### config.mk
export PLATFORM = sky130hd
export DESIGN_NAME = clk_meter
export DESIGN_NICKNAME = d
export VERILOG_FILES = /design/src/rtl/clk_meter_pkg.sv /design/src/rtl/clk_meter_sync_2ff.sv /design/src/rtl/clk_meter.sv
export SDC_FILE = /design/constraint.sdc
export NUM_CORES = 1
export LEC_CHECK = 0
export CORE_ASPECT_RATIO = 1.1
export CORE_UTILIZATION = 40
export DETAILED_ROUTE_END_ITERATION = 6
export HOLD_SLACK_MARGIN = 0.06
export PLACE_DENSITY = 0.63
export RECOVER_POWER = 50
export SETUP_SLACK_MARGIN = 0.15
export SLEW_MARGIN = 15
export SYNTH_ARGS = -nofsm -noshare
export SYNTH_HDL_FRONTEND = slang
export SYNTH_HIERARCHICAL = 1
export SYNTH_SLANG_ARGS = --single-unit
### constraint.sdc
create_clock -name clk -period 5.9 [get_ports clk]
set_input_delay 0.59 -clock clk [delete_from_list [all_inputs] [get_ports clk]]
set_output_delay 0.59 -clock clk [all_outputs]
set_load 0.05 [all_outputs]
### src/rtl/clk_meter_pkg.sv
// Shared definitions for clk_meter: FSM state encodings and averaging constants.
package clk_meter_pkg;

    typedef enum logic [1:0] {
        IDLE = 2'd0,
        ARM  = 2'd1,
        HIGH = 2'd2,
        LOW  = 2'd3
    } state_t;

    localparam int AVG_CNT   = 4;
    localparam int AVG_SHIFT = 2;

endpackage

### src/rtl/clk_meter_sync_2ff.sv
// Two-flop synchronizer bringing an asynchronous level into the clk domain.
module sync_2ff (
    input  logic clk,
    input  logic rst,
    input  logic d,
    output logic q
);
    logic meta;

    always_ff @(posedge clk or posedge rst) begin
        if (rst) begin
            meta <= 1'b0;
            q    <= 1'b0;
        end else begin
            meta <= d;
            q    <= meta;
        end
    end

endmodule

### src/rtl/clk_meter.sv
// Measures period and high time of a slow clk_in in clk cycles.
// Define CLK_METER_AVG_EN to average the results over AVG_CNT consecutive periods.
//
// state | meaning
// IDLE  | waiting for start; results held
// ARM   | waiting for the first synchronized rising edge
// HIGH  | counting while clk_in is high
// LOW   | counting while clk_in is low, until the rising edge that closes the period
module clk_meter
    import clk_meter_pkg::*;
#(
    parameter int CNT_W       = 16,
    parameter int TIMEOUT_CYC = 2**CNT_W - 1
) (
    input  logic             clk,
    input  logic             rst,
    input  logic             clk_in,
    input  logic             start,
    output logic             busy,
    output logic             done,
    output logic             timeout,
    output logic [CNT_W-1:0] period,
    output logic [CNT_W-1:0] high_time
);
    localparam logic [CNT_W-1:0] TMR_LOAD = CNT_W'(TIMEOUT_CYC);
    localparam logic [CNT_W-1:0] ONE      = CNT_W'(1);

    logic             clk_in_s;
    logic             clk_in_d;
    logic             rise;
    logic             fall;
    state_t           state;
    logic [CNT_W-1:0] cnt;
    logic [CNT_W-1:0] cnt_inc;
    logic [CNT_W-1:0] tmr;
    logic             tmr_tc;

    sync_2ff u_sync (
        .clk (clk),
        .rst (rst),
        .d   (clk_in),
        .q   (clk_in_s)
    );

    always_ff @(posedge clk or posedge rst) begin
        if (rst) clk_in_d <= 1'b0;
        else     clk_in_d <= clk_in_s;
    end

    assign rise    = clk_in_s & ~clk_in_d;
    assign fall    = ~clk_in_s & clk_in_d;
    assign cnt_inc = (cnt == '1) ? cnt : cnt + ONE;
    // Phase timer is a down-counter reloaded on every phase entry.
    assign tmr_tc  = (tmr <= ONE);

`ifdef CLK_METER_AVG_EN
    localparam int SUM_W = CNT_W + 2;
    logic [SUM_W-1:0] per_sum;
    logic [SUM_W-1:0] high_sum;
    logic [SUM_W-1:0] per_total;
    logic [1:0]       idx;

    assign per_total = per_sum + SUM_W'(cnt);
`else
    logic [CNT_W-1:0] high_cap;
`endif

    always_ff @(posedge clk or posedge rst) begin
        if (rst) begin
            state     <= IDLE;
            busy      <= 1'b0;
            done      <= 1'b0;
            timeout   <= 1'b0;
            period    <= '0;
            high_time <= '0;
            cnt       <= '0;
            tmr       <= '0;
`ifdef CLK_METER_AVG_EN
            per_sum   <= '0;
            high_sum  <= '0;
            idx       <= '0;
`else
            high_cap  <= '0;
`endif
        end else begin
            done <= 1'b0;
            case (state)
                IDLE: begin
                    // done is still high in the first IDLE cycle, which masks a coincident start
                    if (start && !done) begin
                        state   <= ARM;
                        busy    <= 1'b1;
                        timeout <= 1'b0;
                        cnt     <= '0;
                        tmr     <= TMR_LOAD;
`ifdef CLK_METER_AVG_EN
                        per_sum  <= '0;
                        high_sum <= '0;
                        idx      <= '0;
`endif
                    end
                end
                ARM: begin
                    if (rise) begin
                        state <= HIGH;
                        cnt   <= ONE;
                        tmr   <= TMR_LOAD;
                    end else if (tmr_tc) begin
                        state   <= IDLE;
                        busy    <= 1'b0;
                        timeout <= 1'b1;
                    end else begin
                        tmr <= tmr - ONE;
                    end
                end
                HIGH: begin
                    if (fall) begin
                        state <= LOW;
                        cnt   <= cnt_inc;
                        tmr   <= TMR_LOAD;
`ifdef CLK_METER_AVG_EN
                        high_sum <= high_sum + SUM_W'(cnt);
`else
                        high_cap <= cnt;
`endif
                    end else if (tmr_tc) begin
                        state   <= IDLE;
                        busy    <= 1'b0;
                        timeout <= 1'b1;
                    end else begin
                        cnt <= cnt_inc;
                        tmr <= tmr - ONE;
                    end
                end
                LOW: begin
                    if (rise) begin
`ifdef CLK_METER_AVG_EN
                        if (idx == 2'(AVG_CNT - 1)) begin
                            period    <= per_total[AVG_SHIFT +: CNT_W];
                            high_time <= high_sum[AVG_SHIFT +: CNT_W];
                            done      <= 1'b1;
                            busy      <= 1'b0;
                            state     <= IDLE;
                        end else begin
                            per_sum <= per_total;
                            idx     <= idx + 2'd1;
                            state   <= HIGH;
                            cnt     <= ONE;
                            tmr     <= TMR_LOAD;
                        end
`else
                        period    <= cnt;
                        high_time <= high_cap;
                        done      <= 1'b1;
                        busy      <= 1'b0;
                        state     <= IDLE;
`endif
                    end else if (tmr_tc) begin
                        state   <= IDLE;
                        busy    <= 1'b0;
                        timeout <= 1'b1;
                    end else begin
                        cnt <= cnt_inc;
                        tmr <= tmr - ONE;
                    end
                end
                default: state <= IDLE;
            endcase
        end
    end

endmodule

==> impl_metrics.env <==
export IMPL_postCtsSetupRepairBufs=0
export IMPL_overflow=0
export IMPL_ctsHtreeMaxLevel=3
export IMPL_cts_sinks=88
export IMPL_finalHoldViolations=0
export IMPL_critical_path_peak_fanout=34
export IMPL_slowest_stage="or3_1"
export IMPL_cts_hold_buf=0
export IMPL_yosysWarnings=6
export IMPL_relSlewSlack_pct=30.52
export IMPL_startpoint_type="register"
export IMPL_cts_root_buf="clkbuf_16"
export IMPL_core_area_sq_um=10340
export IMPL_fin_skew_ns=0.007258
export IMPL_firstDrtPassIters=4
export IMPL_synthAdderAreaFrac_pct=2.368
export IMPL_nets=473
export IMPL_yosys_area_share_simple_pct=20.10
export IMPL_clock_latency_ns=0.34
export IMPL_synth_area_leaders="dfrtp_1, nand2_1, mux2_2"
export IMPL_drive_above_1_share_pct=8.798
export IMPL_drt_total_wl_microns=9626
export IMPL_avgSynthCellArea_sq_um=9.739
export IMPL_fmax_ghz=0.2861
export IMPL_cpLargestDelayFamily="simple AND/OR/NAND/NOR gates"
export IMPL_arrival_ns=3.72
export IMPL_synthArstFlopShare_pct=100.0
export IMPL_avgViaCountPerCell=5.644
export IMPL_crit_reg2reg_launch="state[1]$_DFFE_PP0P_"
export IMPL_synth_top_cell_area_share_pct=52.10
export IMPL_min_period_over_period_pct=59.25
export IMPL_drt_iter0_markers=195
export IMPL_cts_resized=0
export IMPL_grt_pass1_vias=3296
export IMPL_clk_pin_slew_ns=0.07
export IMPL_hpwl_microns=6366
export IMPL_cts_path_max_buffers=2
export IMPL_synth_cell_types=53
export IMPL_cap_violations=0
export IMPL_rows=39
export IMPL_setup_viol=0
export IMPL_worst_ep_required_time_ns=6.13
export IMPL_ys_seq_area_share_pct=52.10
export IMPL_cp_end_kind="register"
export IMPL_vias=3437
export IMPL_cts_made_buffers=9
export IMPL_synth_top_area_cell="dfrtp_1"
export IMPL_place_congestion=0.8646
export IMPL_cp_num_buf_inv=1
export IMPL_multi_input_area_sq_um=1893
export IMPL_fillCellCount=1004
export IMPL_dieWidth_microns=100.0
export IMPL_worst_slew_pin_slew_ns=1.036
export IMPL_grt_first_pass_wirelength_microns=16130
export IMPL_grt_max_degree=87
export IMPL_ys_ff_latch=88
export IMPL_synth_top_family_by_area="simple AND/OR/NAND/NOR gates"
export IMPL_drcViolationCount=0
export IMPL_tns_ns=0
export IMPL_muxShareOfSynthArea_pct=4.263
export IMPL_die_area_sq_um=10980
export IMPL_worst_setup_path_type="reg2reg"
export IMPL_hp_class="reg2reg"
export IMPL_antenna_cells=0
export IMPL_cts_tree="done"
export IMPL_startpoint="state[1]$_DFFE_PP0P_"
export IMPL_rsz0062_at_grt="false"
export IMPL_placed_area_sq_um=4703
export IMPL_synth_compound_area_share_pct=17.82
export IMPL_grt_usage_pct=18.84
export IMPL_synthCells=434
export IMPL_hold_start="u_sync/meta$_DFF_PP0_"
export IMPL_synth_nets=446
export IMPL_crit_path_max_incr_delay_ns=0.68
export IMPL_drt_antenna_violating_nets=0
export IMPL_start_util_pct=40.86
export IMPL_area_delta_synth_final_pct=18.68
export IMPL_cp_cell_sequence="ha_1 -> nand2_1 -> inv_2 -> a21o_1 -> or3_1 -> a211o_1 -> o2111a_1"
export IMPL_p_leak_uw=0.002263
export IMPL_synth_edf_count=0
export IMPL_final_common_cell="nand2_1"
export IMPL_pin_count=39
export IMPL_netlist_area_sq_um=4227
export IMPL_die_height_microns=109.8
export IMPL_p_per_area_nw_per_um2=417.0
export IMPL_fin_area_sq_um=5016
export IMPL_synth_xor_area_share_pct=0
export IMPL_antenna_found_initial=0
export IMPL_final_cell_mix="nand2_1, dfrtp_1, clkdlybuf4s50_1, a21oi_1, a31oi_1"
export IMPL_register_area_sq_um=2202
export IMPL_io_buffer_count=38
export IMPL_slew_viol_final=0
export IMPL_routedWlPerCell_microns=15.81
export IMPL_outcome="finished, final reports clean"
export IMPL_period_needed_ns=3.496
export IMPL_hold_slack_ns=0.3540
export IMPL_ir_worst_vdd_v=0.0002535
export IMPL_synth_ff_type="dfrtp_1"
## worst paths after layout
kind	slack, ns	endpoint	depth (start not counted)
min in group asynchronous	0.58	u_sync/meta$_DFF_PP0_	2
setup reg to reg	2.40	tmr[9]$_DFFE_PP0P_	7
hold / removal	0.35	u_sync/q$_DFF_PP0_	0
setup / recovery	2.40	tmr[9]$_DFFE_PP0P_	7
hold reg to reg	0.35	u_sync/q$_DFF_PP0_	0
max in group asynchronous	4.37	tmr[13]$_DFFE_PP0P_	3
## state kept, by name, summed over array words and instances, names as in the netlist
| register | flops |
|---|---|
| state | 2 |
| u_sync/meta | 1 |
| u_sync/q | 1 |
| tmr | 16 |
| busy | 1 |
| clk_in_d | 1 |
| period | 16 |
| timeout | 1 |
| done | 1 |
| high_cap | 16 |
| cnt | 16 |
| high_time | 16 |
## per-layer routing
metal	routed length, microns	global-route usage, %	share of wire (%)
met1	4169	22.85	43
met2	5023	33.65	52
met3	308	4.069	3.2
met4	125	5.694	1.3
met5	0	0	0
## logic make-up after synthesis
family	count (synthesis)
compound gates	107
flops	88
buf+inv	35
fa+ha+maj	8
mux	16
simple gates	180
## report_power, final
part	leakage, uW	internal, uW	switching, uW	total (uW)
sequential	0.00116	695	94.2	789
combinational	0.000953	274	451	725
clock	0.000150	333	245	578
total	0.00226	1300	791	2090
## synth_stat cells, types with 10 or more instances
library cell and count:
nand2_1 102, dfrtp_1 88, a21oi_1 22, a31oi_1 17, clkbuf_1 17, mux2_2 16, nor2_1 15, o21ai_0 14
inv_1 11, nand3_1 10, o22a_1 10
## per-stage QoR
| step | setup WS (ns) | instances | utilization, % | power (uW) |
|---|---|---|---|---|
| after floorplan | 3.088 | 434 | - | 1346 |
| after global placement | 2.195 | 593 | 45.46 | 1500 |
| after detailed placement | 2.077 | 593 | 45.46 | 1520 |
| after CTS | 2.059 | 609 | 48.40 | 2105 |
| after global routing | 2.035 | 609 | 48.49 | 2227 |
| final | 2.404 | 609 | 48.49 | 2092 |
## area by class of cell
class,count,share of cell area (%)
clock buffers,9,4.490
inverters,12,0.9229
well taps,143,3.567
multi-input cells,311,37.74
repair buffers,39,7.807
flip-flops and latches,88,43.90
clock inverters,7,1.571
Power figures use the tool's default switching activity.
